File: src/rtl/store_buffer_aligner.sv
// Store buffer: aligns SB/SH/SW stores to word writes, queues them in a FIFO and drains to memory.
// Optional macro STORE_MISALIGN_TRAP_EN traps misaligned SH/SW instead of force-aligning them.

`ifndef FUNCT3_SB
`define FUNCT3_SB 3'b000
`endif
`ifndef FUNCT3_SH
`define FUNCT3_SH 3'b001
`endif
`ifndef FUNCT3_SW
`define FUNCT3_SW 3'b010
`endif

module store_buffer_aligner #(
  parameter int unsigned DEPTH = 4,
  parameter int unsigned CNT_W = $clog2(DEPTH) + 1
) (
  input  logic             clock,
  input  logic             reset,
  input  logic             st_valid,
  output logic             st_ready,
  input  logic [2:0]       st_funct3,
  input  logic [31:0]      st_addr,
  input  logic [31:0]      st_data,
  output logic             mem_valid,
  input  logic             mem_ready,
  output logic [31:0]      mem_addr,
  output logic [31:0]      mem_wdata,
  output logic [3:0]       mem_be,
  input  logic [31:0]      ld_addr,
  output logic             ld_hit,
`ifdef STORE_MISALIGN_TRAP_EN
  output logic             misalign_err,
  output logic [31:0]      misalign_addr,
`endif
  output logic [CNT_W-1:0] count,
  output logic             empty
);

  localparam int unsigned PTR_W = $clog2(DEPTH);
  localparam logic [CNT_W-1:0] FULL_CNT = CNT_W'(DEPTH);

  logic [29:0]      waddr_q [DEPTH];
  logic [31:0]      wdata_q [DEPTH];
  logic [3:0]       be_q    [DEPTH];
  logic [DEPTH-1:0] valid_q;

  logic [PTR_W-1:0] rd_ptr_q, wr_ptr_q;
  logic [CNT_W-1:0] count_q, count_d;

  logic        fmt_ok;
  logic [31:0] al_wdata;
  logic [3:0]  al_be;
  logic [1:0]  b;
  logic        st_fire;
  logic        enq;
  logic        deq;

  assign b = st_addr[1:0];

  always_comb begin
    fmt_ok   = 1'b0;
    al_wdata = st_data;
    al_be    = 4'b0000;
    case (st_funct3)
      `FUNCT3_SB: begin
        fmt_ok   = 1'b1;
        al_wdata = {4{st_data[7:0]}};
        al_be    = 4'b0001 << b;
      end
      `FUNCT3_SH: begin
        fmt_ok   = 1'b1;
        al_wdata = {2{st_data[15:0]}};
        al_be    = b[1] ? 4'b1100 : 4'b0011;
      end
      `FUNCT3_SW: begin
        fmt_ok   = 1'b1;
        al_wdata = st_data;
        al_be    = 4'b1111;
      end
      default: begin
        fmt_ok = 1'b0;
      end
    endcase
  end

  // No bypass: a full buffer refuses stores even while it is dequeuing.
  assign st_ready = (count_q != FULL_CNT);
  assign st_fire  = st_valid && st_ready;
  assign empty    = (count_q == '0);
  assign count    = count_q;

`ifdef STORE_MISALIGN_TRAP_EN
  logic        misaligned;
  logic        mis_fire;
  logic        misalign_err_q;
  logic [31:0] misalign_addr_q;

  assign misaligned = ((st_funct3 == `FUNCT3_SH) && b[0]) ||
                      ((st_funct3 == `FUNCT3_SW) && (b != 2'b00));
  assign mis_fire   = st_fire && misaligned;
  assign enq        = st_fire && fmt_ok && !misaligned;

  always_ff @(posedge clock) begin
    if (reset) begin
      misalign_err_q  <= 1'b0;
      misalign_addr_q <= '0;
    end else begin
      misalign_err_q <= mis_fire;
      if (mis_fire) begin
        misalign_addr_q <= st_addr;
      end
    end
  end

  assign misalign_err  = misalign_err_q;
  assign misalign_addr = misalign_addr_q;
`else
  assign enq = st_fire && fmt_ok;
`endif

  assign deq     = mem_valid && mem_ready;
  assign count_d = count_q + CNT_W'(enq) - CNT_W'(deq);

  always_ff @(posedge clock) begin
    if (reset) begin
      rd_ptr_q <= '0;
      wr_ptr_q <= '0;
      count_q  <= '0;
      valid_q  <= '0;
    end else begin
      if (deq) begin
        valid_q[rd_ptr_q] <= 1'b0;
        rd_ptr_q          <= rd_ptr_q + PTR_W'(1);
      end
      if (enq) begin
        valid_q[wr_ptr_q] <= 1'b1;
        wr_ptr_q          <= wr_ptr_q + PTR_W'(1);
      end
      count_q <= count_d;
    end
  end

  // Payload storage needs no reset: valid_q and the empty gating below qualify it.
  always_ff @(posedge clock) begin
    if (enq) begin
      waddr_q[wr_ptr_q] <= st_addr[31:2];
      wdata_q[wr_ptr_q] <= al_wdata;
      be_q[wr_ptr_q]    <= al_be;
    end
  end

  assign mem_valid = !empty;
  assign mem_addr  = empty ? 32'h0 : {waddr_q[rd_ptr_q], 2'b00};
  assign mem_wdata = empty ? 32'h0 : wdata_q[rd_ptr_q];
  assign mem_be    = empty ? 4'h0  : be_q[rd_ptr_q];

  // Word-level match against pending entries; the entry leaving this cycle still counts.
  always_comb begin
    ld_hit = 1'b0;
    for (int i = 0; i < DEPTH; i++) begin
      if (valid_q[i] && (waddr_q[i] == ld_addr[31:2])) begin
        ld_hit = 1'b1;
      end
    end
  end

  logic unused_ld_bits;
  assign unused_ld_bits = ^ld_addr[1:0];

endmodule

File: config.mk
export PLATFORM = sky130hd
export DESIGN_NAME = store_buffer_aligner
export DESIGN_NICKNAME = d
export VERILOG_FILES = /design/src/rtl/store_buffer_aligner.sv
export SDC_FILE = /design/constraint.sdc
export NUM_CORES = 1
export LEC_CHECK = 0
export ABC_AREA = 1
export CAP_MARGIN = 40
export CORE_UTILIZATION = 35
export DETAILED_ROUTE_END_ITERATION = 8
export PLACE_DENSITY = 0.55
export SLEW_MARGIN = 15
export SYNTH_ARGS = -nofsm -noshare
export SYNTH_HDL_FRONTEND = slang
export SYNTH_SLANG_ARGS = --single-unit
File: constraint.sdc
create_clock -name clock -period 3.1 [get_ports clock]
set_input_delay 0.775 -clock clock [delete_from_list [all_inputs] [get_ports clock]]
set_output_delay 0.775 -clock clock [all_outputs]
set_load 0.005 [all_outputs]
* Word-level counts from Yosys, hierarchy flattened *
Memories as Yosys holds them, arrays and structs flattened. A register that Yosys moved wholly into a read port is not among the register bits.
Cells that the tools add are included.

operators by class
  shifts and indexed selects = 1
  multiply operators = 0
  div/mod/pow operators = 0
  muxes and demuxes = 26
  bitwise gates (word level) = 3
  add/sub/neg operators = 4
  magnitude comparators = 4
  reductions and logical operators = 13
  equality and inequality tests = 7

operator list
  operator             count
  $eq 30x30->1         4
  $mux 32              2
  $pmux 32 s2          1
  $mux 4               5
  $mux 2               6
  $pmux 4 s3           1
  $logic_and 1x1->1    9
  $mux 1               9
  $logic_not 3->1      2
  $lt 2x3->1 const B   2
  $add 2x1->2 const B  2
  $and 4x4->4          1
  $demux 1 s2          2
  $ge 2x1->1 const B   2
  $not 4->4            1
  $or 4x4->4           1
  $shl 1x2->4 const A  1
  $add 3x1->3          1
  $eq 3x1->1 const B   1
  $eq 3x2->1 const B   1
  $ne 3x3->1 const B   1
  $reduce_or 3->1      1
  $sub 3x1->3          1
  $logic_not 1->1      1

storage, ports and cells
  bits in registers = 11
  output and inout port bits = 75
  latch bits = 0
  memories = 3
  RAM bits = 264
  bits of input ports = 103
  memory bits (read-only) = 0

memories
  memory   depth  width  read ports  clocked after Yosys merged registers in  wr ports  RTL line  RTL
  wdata_q  4      32     1           1                                        1         44        logic [31:0] wdata_q [DEPTH];
  waddr_q  4      30     5           1                                        1         43        logic [29:0] waddr_q [DEPTH];
  be_q     4      4      1           1                                        1         45        logic [3:0] be_q [DEPTH];

* Depth between registers and ports, before layout *
  word-level depth = 10
  depth in mapped cells = 11
  mapped depth without buffers = 11

* Worst setup path after synthesis *
OpenSTA, ideal clock, no wires.

  path type = input to register
  start point = input port st_funct3[1]
  end point = memory be_q[0][0], enable pin
  path buffers = 0
  library setup time = 0.420 ns
  stages on the path = 7
  arrival = 2.662 ns
  slack = 0.018 ns
  cells stage by stage = nor2_4 inv_4 nand2_2 nand3_4 inv_2 nand2_1 inv_1

between the ends
  cells in the longest elaborated chain, start to end = 6
  elaborated cells on any way between the ends = 8
  those cells by class = eq/ne (2); mux (3); reduce/logical (3)

ends and longest elaborated chain
  item                                      RTL line  RTL
  from (decl)                               22        input logic [2:0] st_funct3,
  $eq 3x2->1, or another cell as far along  65        case (st_funct3)
  $reduce_or 3->1 (no line) *               n/a
  $mux 1 *                                  65
  $logic_and 1x1->1 *                       119       assign enq = st_fire && fmt_ok;
  $mux 1 *                                  146       if (enq) begin
  $mux 1 (not written as such) *            149       be_q[wr_ptr_q] <= al_be;
  to (decl)                                 45

Mark *: on every way between the ends. The rest lies on a longest branch, timed or not.

==> results by group <==
Die
  – Num rows: 71
  – Chip Height: 197 µm
  – Die area: 39000 µm²
  – Core region area: 37700 µm²
  – Starting density of the core: 0.355
  – Die W: 197 µm
  – # IOs: 178

STA
  – Final Skew: roughly 11 ps
  – Relative slew slack: 0.528
  – Fmax: 0.328 GHz
  – Hold Fails Final Rpt: 0
  – Unrepaired setup endpoints after global routing: yes
  – Slew Viols, Final: 0
  – Final setup fails: 0
  – Post-route minimum period: 3050 ps
  – Tcrit/Tclk final: 0.984
  – Worst hold slack: 485 ps
  – Worst Tran Pin Value: around 700 ps

Clock network
  – H-tree Lvls: 1
  – Clock sink total: 277
  – Maximum clock insertion buffer count: 3
  – Clock root buffer master: clkbuf_16
  – Hold-fix buffers, CTS: 0
  – CTS tree: built
  – Total CTS buffers: 30
  – Insertion delay to the later sink of the worst-skew pair: 560 ps
  – Clock-pin slew on the worst setup and hold paths: 60 ps

Yosys
  – Post-synth EDFFs: 264
  – Syn Std Cell Area: around 13000 µm²
  – Flops & latches, synth: 277
  – Synth unique cells: 31
  – Average size of a mapped cell: 9.25 µm²
  – Post-synthesis cell count: 1446
  – Ranking of synthesized cells by area: edfxtp_1 59%, nand2_1 11%, nor2_1 6.6%
  – Sequential fraction of the synthesis area: 0.612
  – Synth area leader: edfxtp_1
  – Count leader, synth: nand2_1
  – Commonest cells in the netlist: 378 x nand2_1, 264 x edfxtp_1, 235 x nor2_1
  – Asr flop ratio synth: 0
  – Post-synth top area share: 0.593
  – Ys Warns: 0
  – Synth Flop Type: edfxtp_1

Run status
  – Status: completed

Routing
  – DRC: 0
  – Iteration count of the initial detailed-routing pass: 5
  – Drt via density: between 4 and 5
  – Via count: about 11000
  – 1st-iter DRT viols: 761
  – Routed Antenna Nets: 0
  – Routed WL: 42600 µm
  – WL/cell: 19.2 µm

Worst setup path
  – Crit path DAT: 2270 ps
  – Reg-to-reg startpoint: count[0]$_SDFF_PP0_
  – Worst Setup Path Type: reg2out
  – Setup crit start kind: register
  – Critical Path Fanout Max: 16
  – Setup crit end kind: output pin
  – Critical Path RT: between 2000 and 2500 ps

Final layout
  – Fillcell total: around 3600
  – Share of cells above drive strength 1: 0.128
  – Final instance area: 17800 µm²
  – Layout area overhead: 33.3%
  – Final nets: 1800

Global route
  – Total track usage: 0.206
  – First-pass GRT wire length: 60300 µm
  – Initial antenna violation count: 1
  – Vias in the first global route: 10200
  – Largest net degree at the start of global routing: 73
  – Overflow after GRT: 0

Pwr
  – Pwr Total: 0.0129 W
  – VDD IR max: 0.437 mV
  – PwrDens: 721 nW/µm²
  – Leak Pwr: 7.81 nW

Placed design
  – HPWL Detailed: roughly 27000 µm
  – Area after DPL: 16100 µm²
  – Buffers on Ports: 173
  – RD Place Congestion: 0.924

Job
  – Maxcap violations: 0

Min path
  – Worst hold path class: reg2reg
  – Hold_sp: valid_q[1]$_SDFF_PP0_
## cells in the final DEF, fill, tap and decap left out, types with 3 or more instances in the layout
cell type and instances:
nor2_4 3, inv_1 131, buf_6 3, ha_1 10, bufinv_16 5, clkdlybuf4s50_1 88, edfxtp_1 264, clkbuf_1 8
clkinv_1 5, nor2_1 219, o21ai_0 128, dlygate4sd2_1 21, o211ai_1 13, nand3_1 8, clkbuf_16 38, nand2_2 7
inv_2 20, clkinv_2 6, a21oi_1 95, nor2_2 16, o21ai_1 40, dfxtp_1 10, xnor2_1 8, buf_16 5
buf_12 14, dlymetal6s2s_1 62, buf_4 61, nand2_1 373, a21oi_2 28
## where the power goes
group	switching (W)	internal, W	total (W)	leakage, nW
logic	0.00261	0.00218	0.00479	4.81
registers	0.000108	0.00428	0.00439	2.50
clock network	0.00145	0.00223	0.00368	0.494
total	0.00417	0.00870	0.0129	7.81
## metal layers
metal | up-vias | GRT usage | wire length (µm)
met5 | - | 0 | 0
met4 | 0 | 0.0637 | 1240
met3 | 77 | 0.0388 | 3100
met2 | 418 | 0.343 | 20300
met1 | 5079 | 0.271 | 18000
li1 | 5263 | - | -
## sequential cells by signal (all words and copies together), names as in the netlist, named ones only
register	flops
valid_q	4
count	3
rd_ptr_q	2
wdata_q	128
waddr_q	120
wr_ptr_q	2
be_q	16
## cell families after synthesis
family / synth area share
adders and majority gates: 0.0109
and+or+nand+nor: 0.182
buffers and inverters: 0.0677
DFF: 0.612
xor gates and xnor gates: 0.00721
AOI/OAI and AO/OA: 0.120
other: 0.000280
## through the flow
stage	cells	worst slack, ps	setup TNS, ps	utilization
final	2222	50.9	0	0.473
after global routing	2221	-24.0	-25.4	0.473
after CTS	2199	-77.0	-1330	0.458
after detailed placement	2140	-462	-559	0.428
after global placement	2140	-501	-582	0.428
after floorplan	1447	17.6	0	-
## final timing paths
| path | endpoint | slack (ps) | cells after the start |
|---|---|---|---|
| min | valid_q[1]$_SDFF_PP0_ | 480 | 2 |
| max | mem_addr[14] | 50 | 6 |
| max reg2reg | count[2]$_SDFF_PP0_ | 730 | 12 |
| min reg2reg | valid_q[1]$_SDFF_PP0_ | 480 | 2 |
## timing repair
action                                  4_1_cts  5_1_grt
endpoints found under the setup margin       61       59
gates resized for setup                      60      102
setup buffers                                 1       14
gates cloned                                  2        8
pin swaps                                     4       35
## final cells by class
cell class | instances | area [µm²] | share of cell area
Sequential cell | 277 | 8190 | 0.460
Multi-Input combinational cell | 960 | 4420 | 0.248
Timing Repair Buffer | 263 | 2970 | 0.167
Clock buffer | 39 | 806 | 0.0452
Tap cell | 511 | 639 | 0.0359
Inverter | 154 | 593 | 0.0333
Clock inverter | 17 | 206 | 0.0116
Antenna cell | 1 | 2.50 | 0.000140
## critical path, stage by stage, from the launching register on
cell             delay, ps
dfxtp_4                400
buf_4                  180
clkbuf_16              200
a21oi_1                150
o21ai_1                 90
a21oi_2                170
clkdlybuf4s50_1        520
Power figures use the tool's default switching activity.
